`config.mk`:
```
export PLATFORM = sky130hd
export DESIGN_NAME = note_sequence_game
export DESIGN_NICKNAME = d
export VERILOG_FILES = /design/src/rtl/note_sequence_game.sv
export SDC_FILE = /design/constraint.sdc
export NUM_CORES = 1
export LEC_CHECK = 0
export ABC_AREA = 1
export BUFFER_PORTS_ARGS = -buffer_cell sky130_fd_sc_hd__buf_2
export CORE_AREA = 2 2 95 97
export CTS_CLUSTER_SIZE = 8
export DETAILED_ROUTE_END_ITERATION = 10
export DIE_AREA = 0 0 97 99
export PLACE_DENSITY = 0.85
export SYNTH_ARGS = -nofsm -noshare
export SYNTH_HDL_FRONTEND = slang
export SYNTH_SLANG_ARGS = --single-unit
```
`constraint.sdc`:
```
create_clock -name clk -period 7.35 [get_ports clk]
set_input_delay 1.47 -clock clk [delete_from_list [all_inputs] [get_ports clk]]
set_output_delay 1.47 -clock clk [all_outputs]
set_load 0.01 [all_outputs]
```
`src/rtl/note_sequence_game.sv`:
```
// rtl/note_sequence_game.sv - note-sequence memory game: plays a growing prefix, then checks the player's answers
// Optional feature: define NSG_TIMEOUT_EN to add a WAIT_ANS answer timeout of TIMEOUT_TICKS ticks.
module note_sequence_game #(
  parameter int NOTE_W        = 4,
  parameter int DEPTH         = 8,
  parameter int START_LEN     = 3,
  parameter int TICK_DIV      = 5000000,
  parameter int TIMEOUT_TICKS = 10
) (
  input  logic                         clk,
  input  logic                         reset,
  input  logic                         enable,
  input  logic [NOTE_W*DEPTH-1:0]      seq_in,
  input  logic                         seq_load,
  input  logic [NOTE_W-1:0]            answer,
  input  logic                         answer_valid,
  output logic [NOTE_W-1:0]            piezo_out,
  output logic [NOTE_W-1:0]            led_out,
  output logic [2:0]                   state_out,
  output logic [$clog2(DEPTH+1)-1:0]   level,
  output logic                         miss,
  output logic                         round_pass,
  output logic                         game_done
);
  localparam int LW = $clog2(DEPTH + 1);
  localparam int IW = $clog2(DEPTH);
  localparam int CW = $clog2(TICK_DIV);

  typedef enum logic [2:0] {
    IDLE     = 3'd0,
    PLAY_ON  = 3'd1,
    PLAY_OFF = 3'd2,
    WAIT_ANS = 3'd3,
    DONE     = 3'd4
  } state_t;

  state_t                   state;
  logic [NOTE_W*DEPTH-1:0]  seq;
  logic [IW-1:0]            idx;
  logic [IW-1:0]            idx_next;
  logic [CW-1:0]            tick_cnt;
  logic [NOTE_W-1:0]        notes [DEPTH];
  logic                     tick;
  logic                     last;
  logic                     hit;
  logic                     timeout;

  for (genvar k = 0; k < DEPTH; k++) begin : g_note
    assign notes[k] = seq[k*NOTE_W +: NOTE_W];
  end

  assign tick      = (tick_cnt == CW'(TICK_DIV - 1));
  assign last      = (LW'(idx) == level - LW'(1));
  assign idx_next  = idx + 1'b1;
  assign hit       = (answer == notes[idx]);
  assign state_out = state;

`ifdef NSG_TIMEOUT_EN
  localparam int TW = $clog2(TIMEOUT_TICKS + 1);
  logic [TW-1:0] to_cnt;
  assign timeout = tick && (to_cnt == TW'(TIMEOUT_TICKS - 1));
`else
  assign timeout = 1'b0;
  // TIMEOUT_TICKS only matters when the timeout is built in.
  if (TIMEOUT_TICKS < 1) begin : g_timeout_unused
  end
`endif

  always_ff @(posedge clk or posedge reset) begin
    if (reset) begin
      state      <= IDLE;
      seq        <= '0;
      idx        <= '0;
      tick_cnt   <= '0;
      level      <= '0;
      piezo_out  <= '0;
      led_out    <= '0;
      miss       <= 1'b0;
      round_pass <= 1'b0;
      game_done  <= 1'b0;
`ifdef NSG_TIMEOUT_EN
      to_cnt     <= '0;
`endif
    end else begin
      miss       <= 1'b0;
      round_pass <= 1'b0;
      if (enable) begin
        if (seq_load) begin
          seq       <= seq_in;
          level     <= LW'(START_LEN);
          idx       <= '0;
          tick_cnt  <= '0;
          game_done <= 1'b0;
          state     <= PLAY_ON;
          piezo_out <= seq_in[NOTE_W-1:0];
          led_out   <= seq_in[NOTE_W-1:0];
        end else begin
          case (state)
            PLAY_ON: begin
              if (tick) begin
                tick_cnt  <= '0;
                state     <= PLAY_OFF;
                piezo_out <= '0;
                led_out   <= '0;
              end else begin
                tick_cnt <= tick_cnt + 1'b1;
              end
            end
            PLAY_OFF: begin
              if (tick) begin
                tick_cnt <= '0;
                if (!last) begin
                  idx       <= idx_next;
                  state     <= PLAY_ON;
                  piezo_out <= notes[idx_next];
                  led_out   <= notes[idx_next];
                end else begin
                  idx   <= '0;
                  state <= WAIT_ANS;
`ifdef NSG_TIMEOUT_EN
                  to_cnt <= '0;
`endif
                end
              end else begin
                tick_cnt <= tick_cnt + 1'b1;
              end
            end
            WAIT_ANS: begin
              if ((answer_valid && !hit) || (!answer_valid && timeout)) begin
                miss      <= 1'b1;
                idx       <= '0;
                tick_cnt  <= '0;
                state     <= PLAY_ON;
                piezo_out <= notes[0];
                led_out   <= notes[0];
              end else if (answer_valid) begin
                tick_cnt <= '0;
`ifdef NSG_TIMEOUT_EN
                to_cnt   <= '0;
`endif
                if (!last) begin
                  idx     <= idx_next;
                  led_out <= answer;
                end else if (level < LW'(DEPTH)) begin
                  round_pass <= 1'b1;
                  level      <= level + 1'b1;
                  idx        <= '0;
                  state      <= PLAY_ON;
                  piezo_out  <= notes[0];
                  led_out    <= notes[0];
                end else begin
                  round_pass <= 1'b1;
                  game_done  <= 1'b1;
                  idx        <= '0;
                  state      <= DONE;
                  piezo_out  <= '0;
                  led_out    <= '0;
                end
              end else begin
`ifdef NSG_TIMEOUT_EN
                if (tick) begin
                  tick_cnt <= '0;
                  to_cnt   <= to_cnt + 1'b1;
                end else begin
                  tick_cnt <= tick_cnt + 1'b1;
                end
`endif
              end
            end
            default: ;
          endcase
        end
      end
    end
  end
endmodule

```
==> results.cfg, run 1 <==
[cells_and_area]
nFillCells = 783
multi_input_area_mm2 = 0.00225
stdcell_area_mm2 = 0.00510
diodes = 0
post-route-util_pct = 59.6
drive_gt1_share_pct = 15.5
seqCellArea_mm2 = 0.00190
syn_to_final_growth_pct = 10.2
layout.nets = 724

[route]
post_drt_wl_per_cell_um = 14.3
viasPerCell = 5.56
dr.first_iter.drc_count = 381
vias = 4402
wl_mm = 11.3
drc_errors = 0
dr.pass1.iters = 6
antenna_left = 0

[sta]
holdWs_ns = 0.486
fin_crit_sh_pct = 45.4
setup_tns_ns = 0
hold_viol_final = 0
finalClockSkew_ns = 0.00902
worst_pin_slew_ns = 1.10
min_period_ns = 3.34
rsz0062_at_grt = no
slew_headroom_pct = 27.0
fmax_ghz = 0.299
finalSetupViolCount = 0
drv_slew = 0

[placement]
dp.final_hpwl_mm = 8.21
gp_congestion = 0.945
placed_area_mm2 = 0.00491
port_buffers = 58

[grt]
first_global_vias = 4120
grt_remaining_overflow = 0
grt_max_degree = 77
track_usage_pct = 23.7
grt_pass1_wl_mm = 18.7
grt_antenna_before_repair = 0

[clock_tree]
cts_buffers = 9
cts_setup_buffers = 0
ctsHoldBuffers = 0
tritoncts = done
cts_buffer_depth = 2
cts_root_buf = clkbuf_8
post_cts_resized = 0
clock_sinks = 76
insertion_delay_ns = 0.37
clkTransAtPathRegs_ns = 0.09
cts-htree-levels = 3

[power]
p_clk_share_pct = 19.8
switchingPower_uw = 697
power_density_mw_per_mm2 = 301
pwr-share-seq_pct = 37.6
vdd_drop_max_mv = 0.128
p_leak_nw = 2.50
combinationalPowerShare_pct = 42.5
p_int_uw = 839
sw_frac_of_total_pct = 45.4

[synthesis]
synth-main-ff-cell = dfrtp_1
syn_area_mm2 = 0.00463
ys_ff_latch = 76
synth-edff-count = 0
ys_types = 41
postSynthAreaPerCell_um2 = 7.30
netlist_instances = 634
ys_async_sr_fraction_pct = 100
ys_warn_count = 0
synth_nets = 679
ys_seq_area_share_pct = 41.1

[setup_path]
crit_arrival_ns = 3.63
endpoint_kind = flip-flop
path_class = in2reg
crit_fanout = 19
worstPathRequired_ns = 7.64
startpoint_type = input port

[floorplan]
die_y_um = 99
rows = 34
initial_core_util_pct = 54.1
ioPinCount = 59
core_mm2 = 0.00855
die_w_um = 97
dieArea_mm2 = 0.00960

[status]
status = finished clean

[worst_hold_path]
hold_path.class = reg2reg

[run]
drv_cap = 0
critical path, cell delays in order:
cell and delay [ns]:
buf_2 0.23, inv_2 0.20, nand2_1 0.15, inv_1 0.07, o21ai_0 0.15, nand2_4 0.18
inv_2 0.23, nand2_2 0.17, inv_1 0.41, nand2_2 0.14, inv_2 0.10, nand2_1 0.05
o21ai_1 0.07
state kept, by name, summed over array words and instances, names as in the netlist:
name and cells:
game_done 1, idx 3, led_out 4, level 4, miss 1, piezo_out 4, round_pass 1, seq 32
state_out 3, tick_cnt 23
cell usage in the layout (no fill, tap or decap), types with 2 or more instances in the layout:
cell,instances
a21oi_1,32
a31oi_1,2
buf_2,58
clkbuf_8,9
clkinvlp_4,3
dfrtp_1,76
ha_1,4
inv_1,74
inv_2,8
inv_4,2
inv_6,2
nand2_1,153
nand2_2,2
nand2_4,6
nand3_1,51
nand3b_1,3
nand4_1,16
nor2_1,52
nor2_2,4
nor3_1,11
nor3_2,2
nor3b_1,3
nor4_1,4
o211ai_1,4
o21ai_0,71
o21ai_1,6
xnor2_1,2
xor2_1,10
layout make-up:
class                           instances  area share (%)
Clock buffer                            9            2.43
Inverter                               85            6.36
Tap cell                              108            2.65
Clock inverter                          7            1.18
Multi-Input combinational cell        448            44.2
Timing Repair Buffer                   59            5.84
Sequential cell                        76            37.3
Yosys cell counts, drive strengths merged (10+ instances only):
library cell,n,area [µm²]
nand4,17,121
nor3,14,91.3
dfrtp,76,1900
inv,84,320
buf,14,104
nand3,52,273
a21oi,32,160
xor2,10,87.6
nor2,57,231
o21ai,77,385
nand2,162,674
clkbuf,11,42.5
metrics by stage:
| stage | std cells | setup slack (ns) | power (mW) |
|---|---|---|---|
| 6_report | 792 | 4.01 | 1.54 |
| 5_1_grt | 792 | 3.80 | 1.65 |
| 4_1_cts | 792 | 4.04 | 1.53 |
| 3_5_place_dp | 776 | 3.66 | 1.23 |
| 3_3_place_gp | 776 | 3.82 | 1.20 |
| 2_1_floorplan | 634 | 3.94 | 1.08 |
cell families (layout without fill, tap and decap cells):
family / Yosys count / after routing / synth area share, %
DFF: 76 / 76 / 41.1
and+or+nand+nor: 314 / 314 / 31.9
xor gates and xnor gates: 12 / 12 / 2.27
AOI/OAI and AO/OA: 118 / 118 / 13.5
adders and majority gates: 4 / 4 / 1.08
buffers and inverters: 110 / 160 / 10.2
power by group through the flow:
| stage | registers, mW | clock network [mW] | logic (mW) |
|---|---|---|---|
| after global placement | 0.578 | 0 | 0.622 |
| after detailed placement | 0.583 | 0 | 0.643 |
| after floorplan | 0.554 | 0 | 0.522 |
| after global routing | 0.588 | 0.330 | 0.729 |
| final | 0.578 | 0.305 | 0.653 |
| after CTS | 0.575 | 0.309 | 0.646 |
routing by layer:
layer | up-vias | global-route usage [%] | share of wire [%]
met3 | 39 | 4.61 | 5.8
met2 | 196 | 39.5 | 49
met1 | 2015 | 29.9 | 42
met4 | 0 | 11.2 | 3.3
met5 | - | 0 | 0
li1 | 2152 | - | -
final timing paths:
check                           slack, ns      endpoint          from  cells past startpoint
worst max-delay path                 4.01  state_out[1]      seq_load                     13
worst min-delay path                 0.49  tick_cnt[22]  tick_cnt[22]                      1
worst max register to register       4.13    led_out[1]        idx[0]                     13
worst min register to register       0.49  tick_cnt[22]  tick_cnt[22]                      1
max in group asynchronous            5.33        seq[6]         reset                      3
min in group asynchronous            1.36    round_pass         reset                      3
Note: power is estimated with default switching activity, not from simulation.
==> run 2, diff against run 1 <==
==> constraint.sdc (replaced) <==
create_clock -name clk -period 3.3 [get_ports clk]
set_input_delay 0.66 -clock clk [delete_from_list [all_inputs] [get_ports clk]]
set_output_delay 0.66 -clock clk [all_outputs]
set_load 0.01 [all_outputs]
==> run 2 against run 1 <==
Cell count grew 0.38%. Sequential share of layout area fell by 0.54 points. Final area grew 1.5%. Global-route usage is 0.49 points higher. Die area is the same. Clock skew hardly changed. First-iteration DRC count is 39% lower. Power increased by 130%. Critical path type is now reg2reg. Largest cell class unchanged.
==> results.cfg, run 2 (synthesis results as in run 1) <==
[status]
status = finished clean

[cells_and_area]
top_register = seq
multi_input_area_mm2 = 0.00225
nFillCells = 769
top_regs = seq x32, tick_cnt x23
layout.nets = 727
final_common_cell = nand2_1
syn_to_final_growth_pct = 11.8
stdcell_count = 795
diodes = 0
largest_register_ffs = 32
final_cell_mix = nand2_1, dfrtp_1, inv_1
drive_gt1_share_pct = 15.7
seqCellArea_mm2 = 0.00190

[setup_path]
crit_fanout = 11
worstPathRequired_ns = 3.54
startpoint_type = flip-flop
path_class = reg2reg
endpoint_kind = flip-flop
crit_arrival_ns = 2.90
path_common_cell = inv_1
cp_slowest_cell = nor2_1
r2r_setup_slack_ns = 0.65
path_cells = inv_1 > ha_1 > inv_1 > nand2_1 > nand4_1 > or2_0 > nor2_1 > nor2_2 > inv_1 > nand4_4 > nand2_1 > o21ai_1
cpPeakStageDelay_ns = 0.52

[sta]
rsz0062_at_grt = no
holdWs_ns = 0.477
worst_pin_slew_ns = 1.04
min_period_ns = 2.65
setup_tns_ns = 0
fin_crit_sh_pct = 80.4
finalClockSkew_ns = 0.00939
setup_ws_ns = 0.647
hold_viol_final = 0
finalSetupViolCount = 0
drv_slew = 0
fmax_ghz = 0.377
slew_headroom_pct = 30.7

[power]
p_leak_nw = 2.55
vdd_drop_max_mv = 0.337
power_density_mw_per_mm2 = 692

[floorplan]
rows = 34
core_mm2 = 0.00855
initial_core_util_pct = 54.1
die_w_um = 97
ioPinCount = 59
die_y_um = 99
dieArea_mm2 = 0.00960

[grt]
top_usage_layer = met2
grt_max_degree = 65
met2_usage_pct = 41.3
grt_pass1_wl_mm = 19.1
track_usage_pct = 24.2
grt_antenna_before_repair = 0
first_global_vias = 4211
groute.layer.met1.usage_pct = 30.5
grt_remaining_overflow = 0
grt_use_met3_pct = 3.48

[placement]
gp_congestion = 0.929
dp.cells = 779
pre_cts_ws_ns = 0.468
dp.final_hpwl_mm = 8.29
port_buffers = 58

[clock_tree]
cts_buffer_depth = 2
tritoncts = done
insertion_delay_ns = 0.36
cts_root_buf = clkbuf_8
clkTransAtPathRegs_ns = 0.08
cts-htree-levels = 3
post_cts_resized = 0
cts_buffers = 9
clock_sinks = 76
cts_setup_buffers = 0
ctsHoldBuffers = 0

[worst_hold_path]
hold_path.class = reg2reg

[route]
vias = 4320
post_drt_wl_per_cell_um = 14.1
drc_errors = 0
dr.first_iter.drc_count = 232
antenna_left = 0
wl_mm = 11.2
dr.pass1.iters = 5
viasPerCell = 5.43

[run]
drv_cap = 0
[run 2: path summary, 6_finish.rpt]
kind	start	endpoint	depth (start not counted)
setup / recovery	level[0]	level[2]	12
hold / removal	tick_cnt[22]	tick_cnt[22]	1
setup reg to reg	level[0]	level[2]	12
hold reg to reg	tick_cnt[22]	tick_cnt[22]	1
max in group asynchronous	reset	seq[24]	3
min in group asynchronous	reset	tick_cnt[0]	2
[run 2: worst max-delay path, delay by kind of cell, from the launching register on]
family	cells	cell delay [ns]
AND/OR/NAND/NOR	7	1.32
AO/OA/AOI/OAI	1	0.06
buffers and inverters	3	0.33
flip-flops	1	0.50
adder cells (fa/ha/maj)	1	0.34
[run 2: power by group]
group	internal, mW	total [mW]	switching (mW)
Clock	0.488	0.833	0.344
Combinational	0.505	1.50	0.999
Sequential	1.09	1.24	0.151
Total	2.08	3.58	1.49
[run 2: cell type report]
type	instances	share of cell area, %
inverter	85	6.27
clock inverter	3	1.31
timing repair buffer	62	6.19
tap	108	2.61
clock buffer	13	3.27
sequential	76	36.8
multi-input combinational	448	43.6
[run 2: metal layers]
| metal | share of wire (%) | wire, µm |
|---|---|---|
| met3 | 4.4 | 494 |
| met1 | 43 | 4830 |
| met5 | 0 | 0 |
| met4 | 2.6 | 293 |
| met2 | 50 | 5590 |
[run 2: stage by stage]
stage               util, %  instance area, µm²  total power [mW]
finish                 60.5                5170              3.58
global placement       57.7                4940              2.69
CTS                    60.5                5170              3.58
global route           60.5                5170              3.85
detailed placement     57.7                4940              2.74
floorplan                 -                4630              2.40
==> run 3, diff against run 2 <==
==> config.mk (replaced) <==
export PLATFORM = sky130hd
export DESIGN_NAME = note_sequence_game
export DESIGN_NICKNAME = d
export VERILOG_FILES = /design/src/rtl/note_sequence_game.sv
export SDC_FILE = /design/constraint.sdc
export NUM_CORES = 1
export LEC_CHECK = 0
export ABC_AREA = 0
export BUFFER_PORTS_ARGS = -buffer_cell sky130_fd_sc_hd__buf_2
export CORE_AREA = 2 2 91 93
export CTS_CLUSTER_SIZE = 8
export DETAILED_ROUTE_END_ITERATION = 10
export DIE_AREA = 0 0 93 95
export PLACE_DENSITY = 0.86
export SYNTH_ARGS = -nofsm -noshare
export SYNTH_HDL_FRONTEND = slang
export SYNTH_SLANG_ARGS = --single-unit
==> constraint.sdc (replaced) <==
create_clock -name clk -period 2.6 [get_ports clk]
set_input_delay 0.52 -clock clk [delete_from_list [all_inputs] [get_ports clk]]
set_output_delay 0.52 -clock clk [all_outputs]
set_load 0.01 [all_outputs]
==> run 3 against run 2 <==
Maximum frequency is 3.0% higher. Die area is 8.0% lower. Sequential cell count stayed put. Non-clock buffer count is 18 higher. Combinational power is 26% higher. Utilization is 3.0 points higher. Hold slack worse by 0.24 ns. Register-to-register slack worse by 0.62 ns. Cell count is 28% lower. Count of clock-buffer cells in the layout is 4 lower. Global-route usage is 0.085 points lower. Critical path type unchanged.
==> results.cfg, run 3 <==
[floorplan]
rows = 33
die_w_um = 93
ioPinCount = 59
initial_core_util_pct = 53.4
core_mm2 = 0.00793
die_y_um = 95
dieArea_mm2 = 0.00884

[sta]
holdWs_ns = 0.241
finalSetupViolCount = 0
min_period_ns = 2.58
setup_ws_ns = 0.0247
slew_headroom_pct = 39.6
rsz0062_at_grt = yes
fin_crit_sh_pct = 99.1
hold_viol_final = 0
setup_tns_ns = 0
fmax_ghz = 0.388
finalClockSkew_ns = 0.00987
worst_pin_slew_ns = 0.897
drv_slew = 0

[grt]
grt_pass1_wl_mm = 16.3
grt_remaining_overflow = 0
first_global_vias = 3447
grt_antenna_before_repair = 0
track_usage_pct = 24.1
grt_max_degree = 77

[clock_tree]
cts_root_buf = clkbuf_8
insertion_delay_ns = 0.37
ctsHoldBuffers = 0
tritoncts = done
clock_sinks = 76
clkTransAtPathRegs_ns = 0.08
cts_buffer_depth = 2
cts_buffers = 9
cts-htree-levels = 3

[setup_path]
startpoint_type = flip-flop
path_class = reg2reg
worstPathRequired_ns = 2.90
crit_fanout = 5
crit_arrival_ns = 2.87
endpoint_kind = flip-flop
r2r_cells = 8

[run]
drv_cap = 0

[route]
vias = 3392
dr.pass1.iters = 5
antenna_left = 0
viasPerCell = 5.92
drc_errors = 0
dr.first_iter.drc_count = 262
post_drt_wl_per_cell_um = 17.4
wl_mm = 9.98

[power]
p_leak_nw = 2.21
totalPowerFinal_mw = 4.50
power_density_mw_per_mm2 = 893
vdd_drop_max_mv = 0.528

[synthesis]
synth_mux_area_share_pct = 18.8
synth-edff-count = 0
yosys-top-cells-count = dfrtp_1, nor2_1, mux2_2, a21oi_1, nand2_1
netlist_instances = 390
ys_types = 52
synthAdderAreaFrac_pct = 1.18
yosys.area.top_type = dfrtp_1
synthSimpleGateAreaFrac_pct = 14.1
postSynthAreaPerCell_um2 = 10.9
synth-xor-area-share_pct = 6.21
ys_ff_latch = 76
synth_top_area_share_pct = 44.9
synth_top_family_by_area = multiplexers
synth_area_leaders = dfrtp_1, mux2_2, mux4_2
syn_area_mm2 = 0.00423
synth_nets = 435
synth-main-ff-cell = dfrtp_1
synth-compound-area-share_pct = 11.6
synth.most_common_cell = dfrtp_1
ys_warn_count = 0
ys_async_sr_fraction_pct = 100
ys_seq_area_share_pct = 44.9

[cells_and_area]
diodes = 0
final_cell_mix = dfrtp_1, buf_2, nor2_1
layout.nets = 508
stdcell_area_mm2 = 0.00504
final_common_cell = dfrtp_1
post-route-util_pct = 63.5
top_regs = seq x32, tick_cnt x23
largest_register_ffs = 32
top_register = seq
drive_gt1_share_pct = 34.4
syn_to_final_growth_pct = 19.0
stdcell_count = 573

[placement]
dp.final_hpwl_mm = 7.07
dp.cells = 554
port_buffers = 58
placed_area_mm2 = 0.00472
gp_congestion = 0.850
pre_cts_ws_ns = 0.00962

[worst_hold_path]
hold_path.class = in2async

[status]
status = finished clean
-- run 3: cell count changes in the layout (fill, tap and decap cells not counted), moves of 10 or more --
cell | previous run | this run
nand3_1 | 51 | 9
nor2_1 | 52 | 39
nand2_1 | 153 | 25
buf_4 | 4 | 17
mux4_2 | 0 | 12
inv_1 | 74 | 11
mux2i_1 | 0 | 13
xor2_1 | 10 | 20
o21ai_0 | 71 | 13
mux2_2 | 0 | 32
-- run 3: layout make-up --
class                      instances  area (µm²)
inverter                          12        45.0
timing repair buffer              80         483
sequential                        76        1900
clock buffer                       9         124
multi-input combinational        284        2250
fill                             623        2890
tap                              105         131
clock inverter                     7        98.8
-- run 3: cell families (layout without fill, tap and decap cells) --
kind of cell | after synthesis | count (layout)
simple gates | 118 | 118
flops | 76 | 76
compound gates | 73 | 73
mux | 59 | 59
xor+xnor | 30 | 30
buf+inv | 30 | 108
fa+ha+maj | 4 | 4
-- run 3: repair_timing --
| item | CTS | global route |
|---|---|---|
| buffers inserted | 0 | 3 |
| resized for setup | 1 | 13 |
| endpoints found under the setup margin | 6 | 15 |
| pin swaps | 0 | 3 |
-- run 3: report_power, final --
group          switching, mW  total (mW)  internal, mW
Combinational          0.955        1.89         0.940
Sequential             0.215        1.59          1.37
Clock                  0.470        1.02         0.546
-- run 3: final timing paths --
check | from | to | slack, ns
min | reset | seq[7] | 0.24
max in group asynchronous | reset | idx[1] | 2.04
min reg2reg | piezo_out[1] | piezo_out[1] | 0.49
max reg2reg | idx[0] | level[3] | 0.02
max | idx[0] | level[3] | 0.02
min in group clk | seq_in[7] | seq[7] | 0.38
-- run 3: per-layer routing --
metal	up-vias	routed length [µm]	global-route usage, %
met4	0	323	11.3
li1	1563	-	-
met3	39	585	6.38
met1	1651	3960	28.4
met5	-	0	0
met2	139	5110	41.4
-- run 3: critical path, cell delays in order (launching register included) --
cell     delay, ns
dfrtp_2       0.41
buf_6         0.13
mux4_2        0.50
mux2i_1       0.20
xor2_1        0.27
nand4_2       0.22
o41ai_4       0.48
a41oi_1       0.18
a21oi_2       0.13
